$ cat config.mk
export PLATFORM = sky130hd
export DESIGN_NAME = rgb_frame_reader
export DESIGN_NICKNAME = d
export VERILOG_FILES = /design/src/rtl/rgb_frame_reader.sv
export SDC_FILE = /design/constraint.sdc
export NUM_CORES = 1
export LEC_CHECK = 0
export CAP_MARGIN = 15
export CORE_MARGIN = 4
export CORE_UTILIZATION = 40
export CTS_BUF_LIST = sky130_fd_sc_hd__clkbuf_8
export CTS_CLUSTER_SIZE = 20
export DETAILED_ROUTE_END_ITERATION = 12
export PLACE_DENSITY = 0.62
export SLEW_MARGIN = 20
export SYNTH_ARGS = -nofsm -noshare
export SYNTH_HDL_FRONTEND = slang
export SYNTH_SLANG_ARGS = --single-unit
$ cat constraint.sdc
create_clock -name Clock -period 15.3 [get_ports Clock]
set_input_delay 3.06 -clock Clock [delete_from_list [all_inputs] [get_ports Clock]]
set_output_delay 3.06 -clock Clock [all_outputs]
set_load 0.005 [all_outputs]
$ cat src/rtl/rgb_frame_reader.sv
// Streams the packed RGB frame out of SRAM as 24-bit pixels. Three 16-bit words are unpacked into two pixels.
// Optional RGB_FRAME_READER_LOOP_EN: loop over frames continuously while Enable is held.
module rgb_frame_reader #(
  parameter logic [17:0] RGB_BASE     = 18'd146944,
  parameter int          FRAME_WORDS  = 115200,
  parameter int          FIFO_DEPTH   = 8,
  parameter int          READ_LATENCY = 2
) (
  input  logic        Clock,
  input  logic        Reset,
  input  logic        Enable,
  output logic [17:0] SRAM_address,
  input  logic [15:0] SRAM_read_data,
  output logic        SRAM_we_n,
  output logic        pixel_valid,
  input  logic        pixel_ready,
  output logic [7:0]  pixel_R,
  output logic [7:0]  pixel_G,
  output logic [7:0]  pixel_B,
  output logic        pixel_first,
  output logic        busy,
  output logic        done
);
  localparam int CW = $clog2(FRAME_WORDS);
  localparam int PW = $clog2(FIFO_DEPTH);
  localparam int IW = $clog2(READ_LATENCY + 1) + 1;

  typedef enum logic [1:0] {IDLE, FETCH, DRAIN, DONE} state_t;
  typedef struct packed {
    logic       first;
    logic [7:0] r, g, b;
  } pix_t;

  state_t                  state_q, state_d;
  logic [17:0]             addr_q, addr_d;
  logic [CW-1:0]           wc_q, wc_d;
  logic [READ_LATENCY-1:0] vld_pipe_q;
  logic [1:0]              phase_q;
  logic [CW-1:0]           rc_q;
  logic [7:0]              r0_q, g0_q, r1_q;
  pix_t                    mem_q [FIFO_DEPTH];
  logic [PW-1:0]           wr_ptr_q, rd_ptr_q;
  logic [PW:0]             cnt_q;
  logic [IW-1:0]           inflight;
  logic                    start, issue, last_word, ret, push, pop;
  pix_t                    push_pix, head;

  always_comb begin
    inflight = '0;
    for (int i = 0; i < READ_LATENCY; i++) inflight = inflight + IW'(vld_pipe_q[i]);
  end

  // Outstanding reads reserve FIFO space, so a full FIFO can never be overrun by returning data.
  assign start     = (state_q == IDLE) && Enable;
  assign issue     = (state_q == FETCH) && (int'(cnt_q) + int'(inflight) < FIFO_DEPTH);
  assign last_word = (wc_q == CW'(FRAME_WORDS - 1));
  assign ret       = vld_pipe_q[READ_LATENCY-1];
  assign pop       = pixel_valid && pixel_ready;
  assign push      = ret && (phase_q != 2'd0);

  always_comb begin
    push_pix.first = (rc_q == CW'(1));
    if (phase_q == 2'd1) begin
      push_pix.r = r0_q;
      push_pix.g = g0_q;
      push_pix.b = SRAM_read_data[15:8];
    end else begin
      push_pix.r = r1_q;
      push_pix.g = SRAM_read_data[15:8];
      push_pix.b = SRAM_read_data[7:0];
    end
  end

  always_comb begin
    state_d = state_q;
    addr_d  = addr_q;
    wc_d    = wc_q;
    unique case (state_q)
      IDLE: if (Enable) begin
        state_d = FETCH;
        addr_d  = RGB_BASE;
        wc_d    = '0;
      end
      FETCH: if (issue) begin
        addr_d = addr_q + 18'd1;
        wc_d   = wc_q + CW'(1);
        if (last_word) begin
`ifdef RGB_FRAME_READER_LOOP_EN
          if (Enable) begin
            addr_d = RGB_BASE;
            wc_d   = '0;
          end else begin
            state_d = DRAIN;
          end
`else
          state_d = DRAIN;
`endif
        end
      end
      DRAIN:   if (inflight == '0 && cnt_q == '0) state_d = DONE;
      DONE:    state_d = IDLE;
      default: state_d = IDLE;
    endcase
  end

  always_ff @(posedge Clock or posedge Reset) begin
    if (Reset) begin
      state_q    <= IDLE;
      addr_q     <= '0;
      wc_q       <= '0;
      vld_pipe_q <= '0;
      phase_q    <= '0;
      rc_q       <= '0;
      r0_q       <= '0;
      g0_q       <= '0;
      r1_q       <= '0;
    end else begin
      state_q    <= state_d;
      addr_q     <= addr_d;
      wc_q       <= wc_d;
      vld_pipe_q <= (vld_pipe_q << 1) | READ_LATENCY'(issue);
      if (start) begin
        phase_q <= '0;
        rc_q    <= '0;
      end else if (ret) begin
        phase_q <= (phase_q == 2'd2) ? 2'd0 : phase_q + 2'd1;
        rc_q    <= (rc_q == CW'(FRAME_WORDS - 1)) ? '0 : rc_q + CW'(1);
        if (phase_q == 2'd0) {r0_q, g0_q} <= SRAM_read_data;
        if (phase_q == 2'd1) r1_q <= SRAM_read_data[7:0];
      end
    end
  end

  always_ff @(posedge Clock or posedge Reset) begin
    if (Reset) begin
      for (int i = 0; i < FIFO_DEPTH; i++) mem_q[i] <= '0;
      wr_ptr_q <= '0;
      rd_ptr_q <= '0;
      cnt_q    <= '0;
    end else begin
      if (push) begin
        mem_q[wr_ptr_q] <= push_pix;
        wr_ptr_q        <= wr_ptr_q + PW'(1);
      end
      if (pop) rd_ptr_q <= rd_ptr_q + PW'(1);
      case ({push, pop})
        2'b10:   cnt_q <= cnt_q + (PW+1)'(1);
        2'b01:   cnt_q <= cnt_q - (PW+1)'(1);
        default: cnt_q <= cnt_q;
      endcase
    end
  end

`ifdef RGB_FRAME_READER_LOOP_EN
  logic [FIFO_DEPTH-1:0] last_q;
  always_ff @(posedge Clock or posedge Reset) begin
    if (Reset) last_q <= '0;
    else if (push) last_q[wr_ptr_q] <= (phase_q == 2'd2) && (rc_q == CW'(FRAME_WORDS - 1));
  end
  // Frames run back to back, so completion is marked by the final pixel leaving the FIFO.
  assign done = pop && last_q[rd_ptr_q];
`else
  assign done = (state_q == DONE);
`endif

  assign head         = mem_q[rd_ptr_q];
  assign pixel_valid  = (cnt_q != '0);
  assign pixel_R      = head.r;
  assign pixel_G      = head.g;
  assign pixel_B      = head.b;
  assign pixel_first  = head.first;
  assign SRAM_address = addr_q;
  assign SRAM_we_n    = 1'b1;
  assign busy         = (state_q != IDLE);
endmodule
Yosys cells after proc, flatten, opt, wreduce, memory -nomap -nowiden
Index checks and enable logic that the tools add are counted. Widths: inputs -> output; s select.

Add/subtract/negate cells: 10. Multipliers: 0. Divide/modulo/power cells: 0. Order comparisons: 4. Eq/ne operators: 14. Shift operators: 0. Multiplexer cells: 25. Bitwise operators: 4. Reduce and logical (&&, ||, !) cells: 20.

Operators with widths (count): $bwmux 200 (1); $mux 17 (5); $bmux 25 s3 (1); $demux 25 s3 (1); $mux 25 (3); $mux 18 (2); $pmux 18 s2 (1); $add 17x1->17 const B (2); $eq 17x17->1 const B (2); $pmux 17 s2 (1); $mux 24 (1); $add 18x1->18 const B (1); $eq 17x1->1 const B (1); $mux 2 (7); $reduce_bool 2->1 (5); $reduce_and 3->1 (3); $eq 2x2->1 const B (4); $ge 4x4->1 const B (2); $ne 2x2->1 const B (4); $not 3->4 (2); $pmux 2 s4 (1); $pmux 4 s2 (1); $add 3x1->3 const B (2); $eq 2x1->1 const B (3); other kinds (15) (21).

Bits in registers: 292. Latch bits: 0. RAM bits: 0. Memory bits (read-only): 0. Memories kept: 0.

Depth between registers and ports, before layout
Gate-level depths: netlist of run 1.

Depth in word-level cells: 6. Mapped depth: 11. Mapped depth without buffers: 10.

Least setup slack after synthesis of run 1
OpenSTA, ideal clock, no wires.

Path type: register to output. Start: register rd_ptr_q[0]. End: output port pixel_B[0]. Arrival time: 1624 ps. Path slack: 10616 ps. Cell stages (with the launch flop): 5. Path buffers: 2. Path through: dfrtp_1 -> clkbuf_1 -> buf_2 -> mux4_2 -> mux2_2.

Cells in the longest elaborated chain, start to end: 4.

RTL lines: start: declaration (RTL line 42) `logic [PW-1:0] wr_ptr_q, rd_ptr_q;`; start signal: assignment (RTL line 145) `if (pop) rd_ptr_q <= rd_ptr_q + PW'(1);`; $not 3->4 (implied by the code) (RTL line 166) `assign head = mem_q[rd_ptr_q];`; $bmux 25 s3 (RTL line 166); $mux 25 (implied by the code) (2 in a row) (RTL line 166); end: declaration (RTL line 19) `output logic [7:0] pixel_B,`.

No other way between the ends. The select of a mux whose other input is x is not followed.

Worst setup path after layout of run 1
Start: register rd_ptr_q[1]. End: output port pixel_B[1].

The elaborated chain is that of the path after synthesis.

==> impl_metrics.ini, run 1 <==
[routing]
vias_per_cell = 5.31
drt_iter0_drc = 460
drt_wl_total_microns = 32000
vias = 9348
wl_per_cell_microns = 18.2
firstDrtPassIters = 7
drc = 0
postRouteAntennaNets = 0

[finish]
final_area_sq_mm = 0.0155
syn_to_final_growth_pct = 15.3
final_util_pct = 47.2
drive_above_1_share_pct = 15.6
num-nets-final = 1319

[sta]
rsz0062_at_grt = no
tightest_slew_ps = 1070
post-route-period-util_pct = 39.4
hold_viol = 0
setup_tns_ps = 0
worst_hold_slack_ps = 415
max_freq_mhz = 166
setup_ws_ps = 9270
setup_viol = 0
drv_slew = 0
relSlewSlack_pct = 26.4
min_period_ps = 6030
clock_skew_ps = 23.4

[synth]
async_flop_share_pct = 100
synthTopCellsByArea = dfrtp_1 54%, mux4_2 8.4%, o21ai_0 5.2%
synth.largest_area_cell = dfrtp_1
ys_ff_latch = 292
synth_edf_count = 0
syn_area_sq_mm = 0.0135
syn_avg_cell_area_sq_um = 11.0
ys.flop_type = dfrtp_1
synthCells = 1225
synth_warnings = 0
syn_nets = 1262
yosysSeqAreaShare_pct = 54.3
synth_most_common_cell = dfrtp_1
synth_common_cells = 292 x dfrtp_1, 177 x nand2_1, 141 x o21ai_0
synth_top_area_share_pct = 54.3
yosysUniqueCellTypes = 59

[floorplanning]
die_x_microns = 191
core-area_sq_mm = 0.0329
start_util_pct = 41.0
die_y_microns = 191
die_area_sq_mm = 0.0367
num_rows = 66
num_io_pins = 67

[clock_tree]
path_clk_slew_ps = 60
cts_tree = yes
clk_latency_ps = 570
clock_sinks = 292
htree_levels = 2
ctsResizeCount = 0
cts_root_buffer = clkbuf_8
hold_buffers = 0
cts_buffers = 50
clockBufferDepth = 3
cts_setup_buffers = 0

[worst_setup_path]
worst-endpoint-required_ps = 12240
path_max_fanout = 27
critPathLaunchType = flip-flop
cp.arrival_ps = 2970
critical_path_class = flip-flop to primary output
end_kind = primary output
rr_worst_depth = 7
rrSetupSlack_ps = 12540

[hold_path]
hp-class = flip-flop to flip-flop
holdPathStages = 0

[placed_design]
dp_hpwl_microns = 20100
place.port_buffers = 65
place_ws_ps = 9700
place_area_sq_mm = 0.0145
place_congestion = 0.795

[global_routing]
overflow = 0
grt_pass1_wl_microns = 52300
grtUsageTotal_pct = 17.8
grt_max_degree = 146
grt_antenna_before_repair = 8
grt_pass1_vias = 9418

[power_and_ir_drop]
ir_drop_uv = 75.1
p_per_area_mw_per_mm2 = 182
power_leakage_nw = 6.57

[outcome]
status = finished clean

[flow_run]
drv_cap = 0
[per-stage QoR]
stage / power [W] / std cells
floorplan: 0.00182 / 1225
global placement: 0.00211 / 1671
detailed placement: 0.00214 / 1671
CTS: 0.00285 / 1760
global route: 0.00302 / 1761
finish: 0.00282 / 1762
[worst paths after layout]
check,startpoint,end
worst min-delay path,vld_pipe_q[0],vld_pipe_q[1]
min in group asynchronous,Reset,mem_q[24]
max in group asynchronous,Reset,rd_ptr_q[0]
worst min register to register,vld_pipe_q[0],vld_pipe_q[1]
worst max-delay path,rd_ptr_q[1],pixel_B[1]
worst max register to register,vld_pipe_q[1],wc_q[15]
[metal layers]
metal / vias to the layer above / wire, microns / global-route usage (%)
li1: 4453 / - / -
met1: 4667 / 14300 / 23.8
met2: 158 / 15400 / 29.6
met3: 58 / 1660 / 4.16
met4: 12 / 578 / 4.53
met5: - / 80 / 0
[worst max-delay path, stage by stage, from the launching register on]
cell and delay [ps]:
dfrtp_2 780, buf_4 490, mux4_2 370, mux2_2 280
clkdlybuf4s50_1 460
[cells in the final DEF, fill, tap and decap left out, types with 10 or more instances in the layout]
cell / Yosys / layout
dfrtp_1: 292 / 290
nand2_1: 177 / 177
o21ai_0: 141 / 141
nor2_1: 110 / 110
a21oi_1: 89 / 89
clkbuf_8: 0 / 67
clkdlybuf4s50_1: 0 / 65
mux4_2: 50 / 50
mux2_2: 43 / 43
inv_1: 17 / 34
mux2i_1: 31 / 31
nand3_1: 24 / 22
xor2_1: 20 / 20
ha_1: 17 / 17
nand4_1: 14 / 14
buf_4: 5 / 11
mux2_1: 10 / 10
[layout make-up]
class,instances,area (sq um)
fillers,3082,17300
flip-flops and latches,292,7310
multi-input cells,843,5790
clock buffers,67,922
repair buffers,78,772
well taps,442,553
clock inverters,22,96.3
inverters,17,76.3
diodes,1,2.50
[state kept, by name, indices dropped and copies added (netlist names)]
name,flops
mem_q,200
SRAM_address,18
rc_q,17
wc_q,17
g0_q,8
r0_q,8
r1_q,8
cnt_q,4
rd_ptr_q,3
wr_ptr_q,3
phase_q,2
state_q,2
vld_pipe_q,2
[logic make-up (layout without fill, tap and decap cells)]
logic type               count (synthesis)  in the layout  share of synthesized area (%)
buffers and inverters                   90            184                           2.95
XOR/XNOR                                29             29                           1.89
AND/OR/NAND/NOR                        382            382                           12.6
other                                    1              2                         0.0279
adder cells (fa/ha/maj)                 17             17                           1.58
AO/OA/AOI/OAI                          280            280                           11.6
multiplexers                           134            134                           15.1
flip-flops                             292            292                           54.3
[where the power goes]
group	leakage (nW)	internal (W)	switching [W]
clock	0.592	0.000389	0.000314
combinational	2.61	0.000466	0.000464
sequential	3.37	0.00101	0.000186
total	6.57	0.00186	0.000963
No activity file was read; power rests on OpenSTA's default activity.
==> run 2, diff against run 1 <==
clock period = 6.1 ns   (was 15.3 ns; I/O delays follow)
==> run 2 against run 1 <==
  * Via count decreased by 0.33%
  * Clock skew increased by 18 ps
  * Clock power increased to 2.6 times the previous value
  * Sequential share of layout area decreased by 0.17 points
  * Setup slack got worse by 7400 ps
  * Sequential power increased to 2.5 times the previous value
  * Highest routed layer unchanged
==> impl_metrics.ini, run 2 (same netlist as run 1, synthesis figures left out) <==
[worst_setup_path]
critical_path_class = flip-flop to primary output
path_max_fanout = 27
worst-endpoint-required_ps = 4880
worstPathBufferInverterCount = 2
r2r-start = vld_pipe_q[1]
end_kind = primary output
crit_slowest_cell = dfrtp_2
cp.arrival_ps = 3060
cp_cell_sequence = buf_4 > mux4_2 > mux2_2 > clkdlybuf4s50_1
path_delay_family = buffers and inverters
rrSetupSlack_ps = 3350
startpoint = rd_ptr_q[1]
max_stage_delay_ps = 810
critPathLaunchType = flip-flop

[finish]
largest_register_ffs = 200
final_area_sq_mm = 0.0156
layout_common_cells = 290 x dfrtp_1, 177 x nand2_1, 141 x o21ai_0, 110 x nor2_1, 89 x a21oi_1
top_register = mem_q
layout_commonest_cell = dfrtp_1
num-nets-final = 1324
syn_to_final_growth_pct = 15.7
drive_above_1_share_pct = 16.0
final_util_pct = 47.4

[sta]
setup_tns_ps = 0
min_period_ps = 4280
drv_slew = 0
hold_viol = 0
tightest_slew_ps = 1090
max_freq_mhz = 234
clock_skew_ps = 41.0
worst_hold_slack_ps = 439
relSlewSlack_pct = 25.2
rsz0062_at_grt = no
post-route-period-util_pct = 70.1
setup_viol = 0

[routing]
top_layer = met5
drt_iter0_drc = 551
wl_met3_microns = 1670
wl_met2_microns = 14800
firstDrtPassIters = 6
vias = 9317
wl_met1_microns = 14700
wl_per_cell_microns = 18.0
drc = 0
postRouteAntennaNets = 0
vias_per_cell = 5.26
drt_wl_total_microns = 31900

[clock_tree]
hold_buffers = 0
path_clk_slew_ps = 60
cts_root_buffer = clkbuf_8
htree_levels = 2
cts_tree = yes
cts_buffers = 50
clock_sinks = 292
ctsResizeCount = 0
clockBufferDepth = 3
cts_setup_buffers = 0
clk_latency_ps = 590

[placed_design]
place_congestion = 0.789
dp_hpwl_microns = 20400
place.port_buffers = 65
place_area_sq_mm = 0.0145

[power_and_ir_drop]
p_per_area_mw_per_mm2 = 458
ir_drop_uv = 380
total_power_w = 0.00714
power_leakage_nw = 6.61

[hold_path]
hp-class = flip-flop to flip-flop
hold_start = vld_pipe_q[0]

[floorplanning]
die_area_sq_mm = 0.0367
num_io_pins = 67
start_util_pct = 41.0
die_x_microns = 191
die_y_microns = 191
core-area_sq_mm = 0.0329
num_rows = 66

[global_routing]
overflow = 0
grt_pass1_vias = 9359
grt_max_degree = 83
grt_pass1_wl_microns = 52200
grt_antenna_before_repair = 3
grtUsageTotal_pct = 17.9

[outcome]
status = finished clean

[flow_run]
drv_cap = 0
-- run 2: cell type report --
type	count	area [sq um]
Fill cell	3078	17300
Clock inverter	32	229
Inverter	17	67.6
Clock buffer	60	826
Multi-Input combinational cell	843	5790
Antenna cell	1	2.50
Sequential cell	292	7310
Timing Repair Buffer	83	802
Tap cell	442	553
-- run 2: path summary, 6_finish.rpt --
check                           endpoint  depth (start not counted)
setup / recovery              pixel_R[6]                          4
hold / removal             vld_pipe_q[1]                          0
setup reg to reg                wc_q[13]                          7
hold reg to reg            vld_pipe_q[1]                          0
max in group asynchronous     mem_q[101]                          4
min in group asynchronous     mem_q[199]                          2
-- run 2: routing by layer --
| layer | up-vias | global-route usage [%] |
|---|---|---|
| met5 | - | 0 |
| met4 | 6 | 5.00 |
| met3 | 58 | 4.22 |
| met2 | 181 | 27.6 |
| met1 | 4626 | 25.4 |
| li1 | 4446 | - |
-- run 2: where the power goes --
group / total [W] / internal [W] / switching, W
combinational: 0.00232 / 0.00116 / 0.00116
sequential: 0.00299 / 0.00252 / 0.000470
clock: 0.00183 / 0.00102 / 0.000803
-- run 2: per-stage QoR --
step / setup slack (ps) / instances
CTS: 1650 / 1768
global route: 1690 / 1769
floorplan: 1000 / 1225
global placement: 2320 / 1676
finish: 1820 / 1770
detailed placement: 2310 / 1676
==> run 3, diff against run 2 <==
clock period = 4.2 ns   (was 6.1 ns; I/O delays follow)
==> run 3 against run 2 <==
  * Power increased by 47%
  * Sequential power increased by 43%
  * Cell count increased by 0.23%
  * Clock power increased by 48%
  * Hold slack got worse by 26 ps
  * Combinational power increased by 50%
  * Die area unchanged
  * First-iteration DRC count increased by 15%
  * Sequential cell count unchanged
  * Via count about the same
  * Register-to-register slack got worse by 1900 ps
  * Non-clock buffer count increased by 2
  * Critical path type unchanged
  * Critical endpoint is now pixel_B[3]
  * Largest power group unchanged
==> impl_metrics.ini, run 3 (same netlist as run 1, synthesis figures left out) <==
[outcome]
status = finished clean

[worst_setup_path]
cp_cell_sequence = buf_4 > mux4_2 > mux2_2 > clkdlybuf4s50_1
worst-endpoint-required_ps = 3360
crit_slowest_cell = dfrtp_4
worstPathBufferInverterCount = 2
end_kind = primary output
critPathLaunchType = flip-flop
path_max_fanout = 14
max_stage_delay_ps = 580
critical_path_class = flip-flop to primary output
cp.arrival_ps = 2820
r2r-start = vld_pipe_q[1]
startpoint = rd_ptr_q[0]
path_delay_family = multiplexers

[power_and_ir_drop]
seqPwrFrac_pct = 40.9
net-switching-power_w = 0.00357
ir_drop_uv = 266
power_leakage_nw = 6.65
clock_power_share_pct = 25.8
p_comb_share_pct = 33.3
p_int_w = 0.00691
swShare_pct = 34.1
p_per_area_mw_per_mm2 = 669

[sta]
max_freq_mhz = 273
drv_slew = 0
clock_skew_ps = 44.6
post-route-period-util_pct = 87.1
tightest_slew_ps = 977
worst_hold_slack_ps = 412
setup_tns_ps = 0
relSlewSlack_pct = 33.0
rsz0062_at_grt = no
min_period_ps = 3660
setup_viol = 0
hold_viol = 0

[clock_tree]
clk_latency_ps = 600
cts_tree = yes
clock_sinks = 292
hold_buffers = 0
cts_root_buffer = clkbuf_8
ctsResizeCount = 0
htree_levels = 2
cts_setup_buffers = 0
path_clk_slew_ps = 60
cts_buffers = 51
clockBufferDepth = 3

[routing]
drt_iter0_drc = 636
wl_per_cell_microns = 18.1
drt_wl_total_microns = 32000
postRouteAntennaNets = 0
vias_per_cell = 5.26
vias = 9326
firstDrtPassIters = 5
drc = 0

[global_routing]
overflow = 0
grt_pass1_vias = 9529
grtUsageTotal_pct = 18.1
grt_max_degree = 96
grt_antenna_before_repair = 7
grt_pass1_wl_microns = 52500

[floorplanning]
die_x_microns = 191
die_y_microns = 191
core-area_sq_mm = 0.0329
die_area_sq_mm = 0.0367
num_io_pins = 67
num_rows = 66
start_util_pct = 41.0

[placed_design]
dp.cells = 1679
place.port_buffers = 65
dp_hpwl_microns = 20200
place_congestion = 0.772

[finish]
layout_commonest_cell = dfrtp_1
largest_register_ffs = 200
layout_common_cells = 290 x dfrtp_1, 177 x nand2_1, 141 x o21ai_0, 110 x nor2_1, 89 x a21oi_1
fin_cells = 1774
n_antenna_cell = 0
drive_above_1_share_pct = 16.3
syn_to_final_growth_pct = 16.3
num-nets-final = 1327
top_register = mem_q

[hold_path]
hold_start = vld_pipe_q[0]
hp-class = flip-flop to flip-flop

[flow_run]
drv_cap = 0
-- run 3: changes by cell type in the layout (fill, tap and decap cells not counted), moves of 2 or more --
cell,change
clkinv_2,-3
bufinv_16,-2
buf_12,+2
clkbuf_8,+9
-- run 3: per-layer routing --
layer	wire [microns]	vias to the layer above	part of all wire [%]	global-route usage (%)
met5	69	-	0.22	0
met4	559	10	1.7	5.03
met3	1720	56	5.4	4.25
met2	15000	189	47	28.7
met1	14700	4603	46	25.0
li1	-	4468	-	-
-- run 3: cell type report --
cell class,count,area [sq um]
Fill cell,3051,17200
Timing Repair Buffer,85,838
Multi-Input combinational cell,843,5790
Inverter,17,67.6
Clock buffer,69,950
Sequential cell,292,7310
Clock inverter,26,145
Tap cell,442,553
-- run 3: path summary, 6_finish.rpt --
kind | to | slack [ps] | cells after the start
max | pixel_B[3] | 540 | 4
min | vld_pipe_q[1] | 410 | 0
max reg2reg | wc_q[15] | 1450 | 7
min reg2reg | vld_pipe_q[1] | 410 | 0
max in group asynchronous | r1_q[0] | 2490 | 3
min in group asynchronous | mem_q[199] | 750 | 2
-- run 3: worst register-to-register path: cells and delay by family, from the launching register on --
family	cells	cell delay, ps
flops	1	480
compound gates	2	720
fa+ha+maj	2	520
simple gates	3	960
-- run 3: power by group through the flow --
stage / registers [W] / clock network [W] / logic [W]
after CTS: 0.00428 / 0.00278 / 0.00353
after global placement: 0.00429 / 0 / 0.00343
after floorplan: 0.00406 / 0 / 0.00257
final: 0.00428 / 0.00271 / 0.00349
after detailed placement: 0.00431 / 0 / 0.00352
after global routing: 0.00439 / 0.00292 / 0.00388
-- run 3: metrics by stage --
| stage | power [W] | utilization (%) | instance area, sq um | worst slack (ps) |
|---|---|---|---|---|
| detailed placement | 0.00783 | 44.3 | 14600 | 1130 |
| floorplan | 0.00663 | - | 13500 | -515 |
| finish | 0.0105 | 47.6 | 15700 | 543 |
| global route | 0.0112 | 47.6 | 15700 | 407 |
| global placement | 0.00772 | 44.3 | 14600 | 1140 |
| CTS | 0.0106 | 47.6 | 15700 | 465 |
